===== config.mk =====
export PLATFORM = sky130hd
export DESIGN_NAME = fft_pts
export DESIGN_NICKNAME = d
export VERILOG_FILES = /design/src/rtl/fft_pkg.sv /design/src/rtl/fft_pts_bank.sv /design/src/rtl/fft_pts.sv
export SDC_FILE = /design/constraint.sdc
export NUM_CORES = 1
export LEC_CHECK = 0
export CAP_MARGIN = 20
export CORE_ASPECT_RATIO = 1.1
export CORE_UTILIZATION = 55
export CTS_CLUSTER_SIZE = 24
export DETAILED_ROUTE_END_ITERATION = 16
export HOLD_SLACK_MARGIN = 0.02
export PLACE_DENSITY = 0.78
export SETUP_SLACK_MARGIN = 0.15
export SYNTH_ARGS = -nofsm -noshare
export SYNTH_HDL_FRONTEND = slang
export SYNTH_SLANG_ARGS = --single-unit
export TNS_END_PERCENT = 100

===== constraint.sdc =====
create_clock -name CLK -period 46.2 [get_ports CLK]
set_clock_uncertainty 0.15 [all_clocks]
set_input_delay 4.62 -clock CLK [delete_from_list [all_inputs] [get_ports CLK]]
set_output_delay 4.62 -clock CLK [all_outputs]
set_load 0.05 [all_outputs]

===== src/rtl/fft_pkg.sv =====
// Shared sizing, frame type and fill-state definitions for the FFT-to-point-stream converter.
package fft_pkg;

    localparam int N_BINS = 16;
    localparam int DATA_W = 32;
    localparam int IDX_W  = 4;

    typedef logic [N_BINS-1:0][DATA_W-1:0] frame_t;

    typedef enum logic [1:0] {
        ST_EMPTY,
        ST_ONE,
        ST_BOTH
    } fill_state_t;

    // A load and a release in the same cycle cancel out and leave the fill level unchanged.
    function automatic fill_state_t fill_next(fill_state_t cur, logic load, logic rel);
        fill_state_t nxt;
        nxt = cur;
        case ({load, rel})
            2'b10: begin
                case (cur)
                    ST_EMPTY: nxt = ST_ONE;
                    ST_ONE:   nxt = ST_BOTH;
                    default:  nxt = ST_BOTH;
                endcase
            end
            2'b01: begin
                case (cur)
                    ST_BOTH: nxt = ST_ONE;
                    ST_ONE:  nxt = ST_EMPTY;
                    default: nxt = ST_EMPTY;
                endcase
            end
            default: nxt = cur;
        endcase
        return nxt;
    endfunction

endpackage


===== src/rtl/fft_pts_bank.sv =====
// One frame bank: 16 bins loaded in parallel, read back one bin at a time by index.
module pts_bank
    import fft_pkg::*;
(
    input  logic              clk,
    input  logic              load,
    input  frame_t            din,
    input  logic [IDX_W-1:0]  idx,
    output logic [DATA_W-1:0] dout
);

    // Contents are deliberately not reset; the owner's full flag hides stale data.
    frame_t mem;

    always_ff @(posedge clk) begin
        if (load) begin
            mem <= din;
        end
    end

    assign dout = mem[idx];

endmodule


===== src/rtl/fft_pts.sv =====
// Double-buffered converter that takes a 16-bin FFT frame in one strobe and streams it bin by bin.
module fft_pts
    import fft_pkg::*;
(
    input  logic              CLK,
    input  logic              RST_N,
    input  logic              fft_valid,
    input  logic [DATA_W-1:0] fft_d0,
    input  logic [DATA_W-1:0] fft_d1,
    input  logic [DATA_W-1:0] fft_d2,
    input  logic [DATA_W-1:0] fft_d3,
    input  logic [DATA_W-1:0] fft_d4,
    input  logic [DATA_W-1:0] fft_d5,
    input  logic [DATA_W-1:0] fft_d6,
    input  logic [DATA_W-1:0] fft_d7,
    input  logic [DATA_W-1:0] fft_d8,
    input  logic [DATA_W-1:0] fft_d9,
    input  logic [DATA_W-1:0] fft_d10,
    input  logic [DATA_W-1:0] fft_d11,
    input  logic [DATA_W-1:0] fft_d12,
    input  logic [DATA_W-1:0] fft_d13,
    input  logic [DATA_W-1:0] fft_d14,
    input  logic [DATA_W-1:0] fft_d15,
    input  logic              out_ready,
    output logic              pts_valid,
    output logic [DATA_W-1:0] pts_d,
    output logic [IDX_W-1:0]  pts_idx,
    output logic              pts_last,
    output logic              overflow
);

    localparam logic [IDX_W-1:0] LAST_IDX = IDX_W'(N_BINS - 1);

    frame_t            frame_in;
    logic [1:0]        full;
    logic [1:0]        full_next;
    logic              wr_sel;
    logic              rd_sel;
    logic [IDX_W-1:0]  rd_idx;
    logic              overflow_q;
    fill_state_t       state;
    fill_state_t       state_next;
    logic              handshake;
    logic              rel;
    logic              wr_free;
    logic              load;
    logic              drop;
    logic [DATA_W-1:0] dout_a;
    logic [DATA_W-1:0] dout_b;
    logic [DATA_W-1:0] rd_data;

    assign frame_in = {fft_d15, fft_d14, fft_d13, fft_d12, fft_d11, fft_d10, fft_d9, fft_d8,
                       fft_d7,  fft_d6,  fft_d5,  fft_d4,  fft_d3,  fft_d2,  fft_d1, fft_d0};

    pts_bank u_bank_a (
        .clk  (CLK),
        .load (load && !wr_sel),
        .din  (frame_in),
        .idx  (rd_idx),
        .dout (dout_a)
    );

    pts_bank u_bank_b (
        .clk  (CLK),
        .load (load && wr_sel),
        .din  (frame_in),
        .idx  (rd_idx),
        .dout (dout_b)
    );

    always_ff @(posedge CLK or negedge RST_N) begin
        if (!RST_N) begin
            state <= ST_EMPTY;
        end else begin
            state <= state_next;
        end
    end

    // The bank being drained on its final bin counts as free, so a new frame can land there the same edge.
    always_comb begin
        handshake  = 1'b0;
        rel        = 1'b0;
        wr_free    = 1'b0;
        load       = 1'b0;
        drop       = 1'b0;
        full_next  = full;
        state_next = state;

        handshake = full[rd_sel] && out_ready;
        rel       = handshake && (rd_idx == LAST_IDX);
        wr_free   = !full[wr_sel] || (rel && (rd_sel == wr_sel));
        load      = fft_valid && wr_free;
        drop      = fft_valid && !wr_free;

        if (rel) begin
            full_next[rd_sel] = 1'b0;
        end
        if (load) begin
            full_next[wr_sel] = 1'b1;
        end

        state_next = fill_next(state, load, rel);
    end

    always_ff @(posedge CLK or negedge RST_N) begin
        if (!RST_N) begin
            full       <= 2'b00;
            wr_sel     <= 1'b0;
            rd_sel     <= 1'b0;
            rd_idx     <= '0;
            overflow_q <= 1'b0;
        end else begin
            full <= full_next;
            if (load) begin
                wr_sel <= !wr_sel;
            end
            if (drop) begin
                overflow_q <= 1'b1;
            end
            if (handshake) begin
                if (rd_idx == LAST_IDX) begin
                    rd_idx <= '0;
                    rd_sel <= !rd_sel;
                end else begin
                    rd_idx <= rd_idx + 1'b1;
                end
            end
        end
    end

    assign rd_data   = rd_sel ? dout_b : dout_a;
    assign pts_valid = full[rd_sel];
    // Gating keeps the unreset bank contents from appearing on the output while nothing is valid.
    assign pts_d     = pts_valid ? rd_data : '0;
    assign pts_idx   = rd_idx;
    assign pts_last  = pts_valid && (rd_idx == LAST_IDX);
    assign overflow  = overflow_q;

endmodule


# Word level (Yosys, flattened, before mapping)
# Index checks and enable logic that the tools add are counted.
# W data, S select, Z words.
# totals
input_bits	516
output_inout_bits	39
regBits	1033
# classes
n_mux	17
n_bitwise	3
n_reduce_logical	16
add_sub_neg	1
eq_ne	2
n_lt_le_gt_ge	5
# ops
cell	count
$bmux W32 S4	2
$mux W32	4
$logic_and A1 B1 Y1	10
$mux W1	6
$lt A4 B5 Y1 const B	1
$add A4 B1 Y4 const B	1
$eq A4 B4 Y1 const B	1
$logic_not A1 Y1	4
$lt A1 B2 Y1 const B	2
$mux W2	2
$mux W4	1
$and A2 B2 Y2	1
$demux W1 S1	2
$ge A1 B1 Y1 const B	2
$not A2 Y2	1
$or A2 B2 Y2	1
$reduce_and A2 Y1	1
$eq A1 B1 Y1	1
$logic_or A1 B1 Y1	1

# Depth between registers and ports, before layout
# logic_depth
ltp_word	9
mapped_depth	9

# Cells and area by module
# From an unflattened synthesis, not the netlist that was laid out.
# unflattened
cells_unflattened	1681
area_unflattened_um2	39133.8
# modules_own_cells
module	instances	cells_each	seq_area_each_um2	area_each_um2
pts_bank	2	783	15374.7	19103.3
fft_pts	1	115	225.2	927.1

# Least setup slack after synthesis
# OpenSTA, ideal clock, no wires.
# synth_timing
kind	input-to-reg
start	input port out_ready
end	register u_bank_b.mem[0] (netlist bit), enable pin
arrival_time_ns	27.376
setup_slack_ns	17.211
cell_stages	3
path_cell_list	nand4_1 -> o21ai_0 -> nor2b_1
# synth_via
elab_chain_cells	6
# synth_rtl
item	line_no	source
start: declaration	fft_pts.sv:24	input logic out_ready,
$logic_and A1 B1 Y1	fft_pts.sv:89	handshake = full[rd_sel] && out_ready;
$logic_and A1 B1 Y1	fft_pts.sv:90	rel = handshake && (rd_idx == LAST_IDX);
$logic_and A1 B1 Y1	fft_pts.sv:91	wr_free = !full[wr_sel] || (rel && (rd_sel == wr_sel));
$logic_or A1 B1 Y1	fft_pts.sv:91	
$logic_and A1 B1 Y1	fft_pts.sv:92	load = fft_valid && wr_free;
$logic_and A1 B1 Y1	fft_pts.sv:65	.load (load && wr_sel),
named net u_bank_b.load	fft_pts_bank.sv:6	input logic load,
end signal: assignment	fft_pts_bank.sv:17	mem <= din;
end: declaration	fft_pts_bank.sv:13	frame_t mem;
# The timed path passes the listed nets, and every way through them passes these cells.
# A chain may end at the register's enable or synchronous reset.

# Worst setup path in the final report
# layout_timing
start	register rd_idx[1], in the netlist pts_idx[1]
end	output port pts_d[0]
# layout_via
elab_chain_cells	4
word_cells_on_any_way	6
cone_classes	mux (6)
# layout_rtl
item	line_no	source
start: declaration	fft_pts.sv:39	logic [IDX_W-1:0] rd_idx;
start signal: assignment	fft_pts.sv:125	rd_idx <= rd_idx + 1'b1;
$bmux W32 S4	fft_pts_bank.sv:21	assign dout = mem[idx];
$mux W32 (implied by the code)	fft_pts_bank.sv:21	
$mux W32 *	fft_pts.sv:131	assign rd_data = rd_sel ? dout_b : dout_a;
$mux W32 *	fft_pts.sv:134	assign pts_d = pts_valid ? rd_data : '0;
end: declaration	fft_pts.sv:26	output logic [DATA_W-1:0] pts_d,
# Every way passes the cells marked *; elsewhere a longest branch is shown, timed or not. The select of a mux whose other input is x is not followed.

==> impl_metrics.ini <==
[die]
ioPinCount = 555
core_area_sq_um = 71900
die_w_um = 259
die_height_um = 285
number_of_placement_rows = 103
design.die.area_sq_um = 73800
initial_core_util_pct = 55.6

[routing]
ant_nets = 0
avgRoutedWirePerCell_um = 29.0
routed-via-count = 21069
drc_errors = 0
drt_iter0_drc = 2234
vias_per_cell = 6.10
postRouteWirelength_um = 100000
detail_route.first_pass.iterations = 5

[pwr]
internal_power_w = 0.00193
power_switching_w = 0.000945
power_w = 0.00288
p_leak_nw = 16.1
clock_network_fraction_of_total_power_pct = 27.7
switching_share_pct = 32.8
p_comb_share_pct = 33.4
power_frac_seq_pct = 38.9
cellPowerDensity_nw_per_um2 = 58.0
maximum_vdd_drop_mv = 0.0470

[placement]
dp_slack_ns = 36.44
port_buffers = 554
place.detailed.hpwl_um = 68100
gp_congestion = 0.900

[global_routing]
grt_pass1_wl_um = 144000
number_of_global_route_vias_before_repair = 21866
grt.overflow.total = 0
antenna_found_initial = 57
grtUsageTotal_pct = 27.1
grt_max_degree = 202

[worst_setup_path]
timing.critical_path.fanout_max = 73
timing.critical_path.mode_cell = buf_4
worstSetupStartpointType = flip-flop
cp.required_ns = 41.43
worst_path_dominant_cell_family = buffers and inverters
critPathMaxStageDelay_ns = 0.96
crit_buf_inv = 3
path_depth = 7
path_class = flip-flop to output port
cp.arrival_ns = 5.65
endpoint_kind = output port
r2r_cells = 8
cell_with_the_largest_stage_delay_on_the_worst_path = clkdlybuf4s50_1
crit_chain = buf_4 -> buf_4 -> mux4_2 -> mux2i_1 -> or2_2 -> a221oi_1 -> clkdlybuf4s50_1

[cts]
cts-buffers-inserted = 99
htree_num_levels = 3
cts_hold_buffers = 0
cts.repair_timing.setup_buffer_count = 0
clkSlewWorstSetupHoldPaths_ns = 0.06
cts-root-buf = clkbuf_16
clk_path_buf_depth = 3
clkLatencyLatePin_ns = 0.65
cts_sinks = 1033
ctsResizeCount = 0
tritoncts = done

[sta]
finalWorstPathRequiredPeriod_ns = 10.42
setup-violations-final = 0
grt_setup_unrepaired = no
fmax_mhz = 96.0
worstMarginPinSlew_ns = 1.19
setup_ws_ns = 35.78
slew_headroom_pct = 20.4
setup-tns-final_ns = 0
hold_viol_final = 0
fin_crit_sh_pct = 22.5
timing_max_transition_violations_final = 0

[synthesis]
synthesis.yosys.warnings = 0
ys.flop_type = edfxtp_1
synth_fp_nets = 2340
ys_ff_latch = 1033
synthesis.instances = 1823
ys_async_sr_fraction_pct = 0.871
syn_area_per_cell_sq_um = 21.9
synth.area.top_cells = edfxtp_1, mux4_2, mux2i_1, a221oi_2, o221ai_1
synth_top_area_share_pct = 76.9
yosys.cell_types.count = 38
synth_enable_flop_cells = 1024
synth.yosys.seq_area_share_pct = 77.4
post_synth_instance_area_sq_um = 40000
synth.largest_area_cell = edfxtp_1

[layout]
area_delta_synth_final_pct = 24.0
drive_above_1_share_pct = 17.0
layout.nets = 2909

[min_path]
worstHoldPathCells = 1
hp-class = flip-flop to flip-flop

[run]
max-cap-violations = 0

[status]
outcome = complete, no violations
-- power by group through the flow --
stage	Combinational (W)	Clock, W	Sequential [W]
floorplan	0.000680	0	0.00115
global placement	0.000936	0	0.00114
detailed placement	0.000951	0	0.00114
CTS	0.000956	0.000809	0.00112
global route	0.000999	0.000843	0.00112
finish	0.000960	0.000796	0.00112
-- per-stage QoR --
stage / std cells / hold WS [ns] / area [sq um] / utilization (%)
global placement: 3234 / 0.304 / 46200 / 64.3
floorplan: 1823 / 0.364 / 40000 / -
detailed placement: 3234 / 0.309 / 46200 / 64.3
global route: 3453 / 0.335 / 49600 / 69.0
finish: 3456 / 0.318 / 49600 / 69.0
CTS: 3414 / 0.323 / 49400 / 68.8
-- logic make-up after synthesis --
group / Yosys count / synth area share [%]
and+or+nand+nor: 52 / 0.760
buffers and inverters: 115 / 1.98
DFF: 1033 / 77.4
xor gates and xnor gates: 2 / 0.0438
muxes: 387 / 14.7
adders and majority gates: 1 / 0.0313
AOI/OAI and AO/OA: 233 / 5.03
-- cell usage after synthesis, types with 2 or more instances --
master    number
a21o_1         2
a21oi_1       66
a221oi_1       7
a221oi_2      57
buf_1          2
buf_12         4
buf_2         28
buf_4         13
buf_6         17
buf_8          7
clkbuf_1      40
dfrtp_1        9
edfxtp_1    1024
inv_1          2
mux2i_1      226
mux4_1         3
mux4_2       157
nand2_1        5
nand3_1        3
nor2_1         4
nor2b_1        2
o21ai_0        4
o21ai_1       32
o221ai_1      64
or2_1          6
or2_2         26
xnor2_1        2
-- placed cells by master (no fill, tap or decap), drive strengths merged, types with 2 or more instances in the layout --
| cell type | n |
|---|---|
| a21o | 2 |
| a21oi | 66 |
| a221oi | 64 |
| buf | 26 |
| bufinv | 10 |
| clkbuf | 121 |
| clkdlybuf4s50 | 554 |
| clkinv | 38 |
| clkinvlp | 9 |
| dfrtp | 9 |
| diode | 40 |
| edfxtp | 1024 |
| inv | 5 |
| mux2i | 226 |
| mux4 | 160 |
| nand2 | 5 |
| nand3 | 3 |
| nor2 | 4 |
| nor2b | 3 |
| o21ai | 36 |
| o221ai | 64 |
| or2 | 32 |
| xnor2 | 2 |
-- per-layer routing --
layer / track usage [%] / part of all wire, % / vias up
met4: 12.0 / 3.3 / 40
li1: - / - / 8921
met5: 0 / 0.25 / -
met2: 41.8 / 48 / 1083
met1: 36.6 / 38 / 10835
met3: 7.29 / 9.9 / 190
-- area by class of cell --
type / count / area, sq um
clock buffer: 121 / 2620
inverter: 3 / 11.3
clock inverter: 59 / 578
antenna: 40 / 100
fill: 4454 / 22300
timing repair buffer: 580 / 5830
multi-input combinational: 675 / 8280
sequential: 1033 / 31000
tap: 945 / 1180
-- state kept, by name, indices dropped and copies added (netlist names) --
register / cells
u_bank_b.mem: 512
wr_sel: 1
overflow: 1
full: 2
pts_idx: 4
u_bank_a.mem: 512
rd_sel: 1
-- path summary, 6_finish.rpt --
path	slack (ns)	to	startpoint
setup / recovery	35.78	pts_d[0]	pts_idx[1]$_DFFE_PN0P_
hold / removal	0.32	overflow$_DFFE_PN0P_	overflow$_DFFE_PN0P_
setup reg to reg	40.49	u_bank_a.mem[293]$_DFFE_PP_	pts_idx[0]$_DFFE_PN0P_
hold reg to reg	0.32	overflow$_DFFE_PN0P_	overflow$_DFFE_PN0P_
max in group asynchronous	41.38	pts_idx[2]$_DFFE_PN0P_	RST_N
min in group asynchronous	4.15	pts_idx[1]$_DFFE_PN0P_	RST_N
Power figures use the tool's default switching activity.
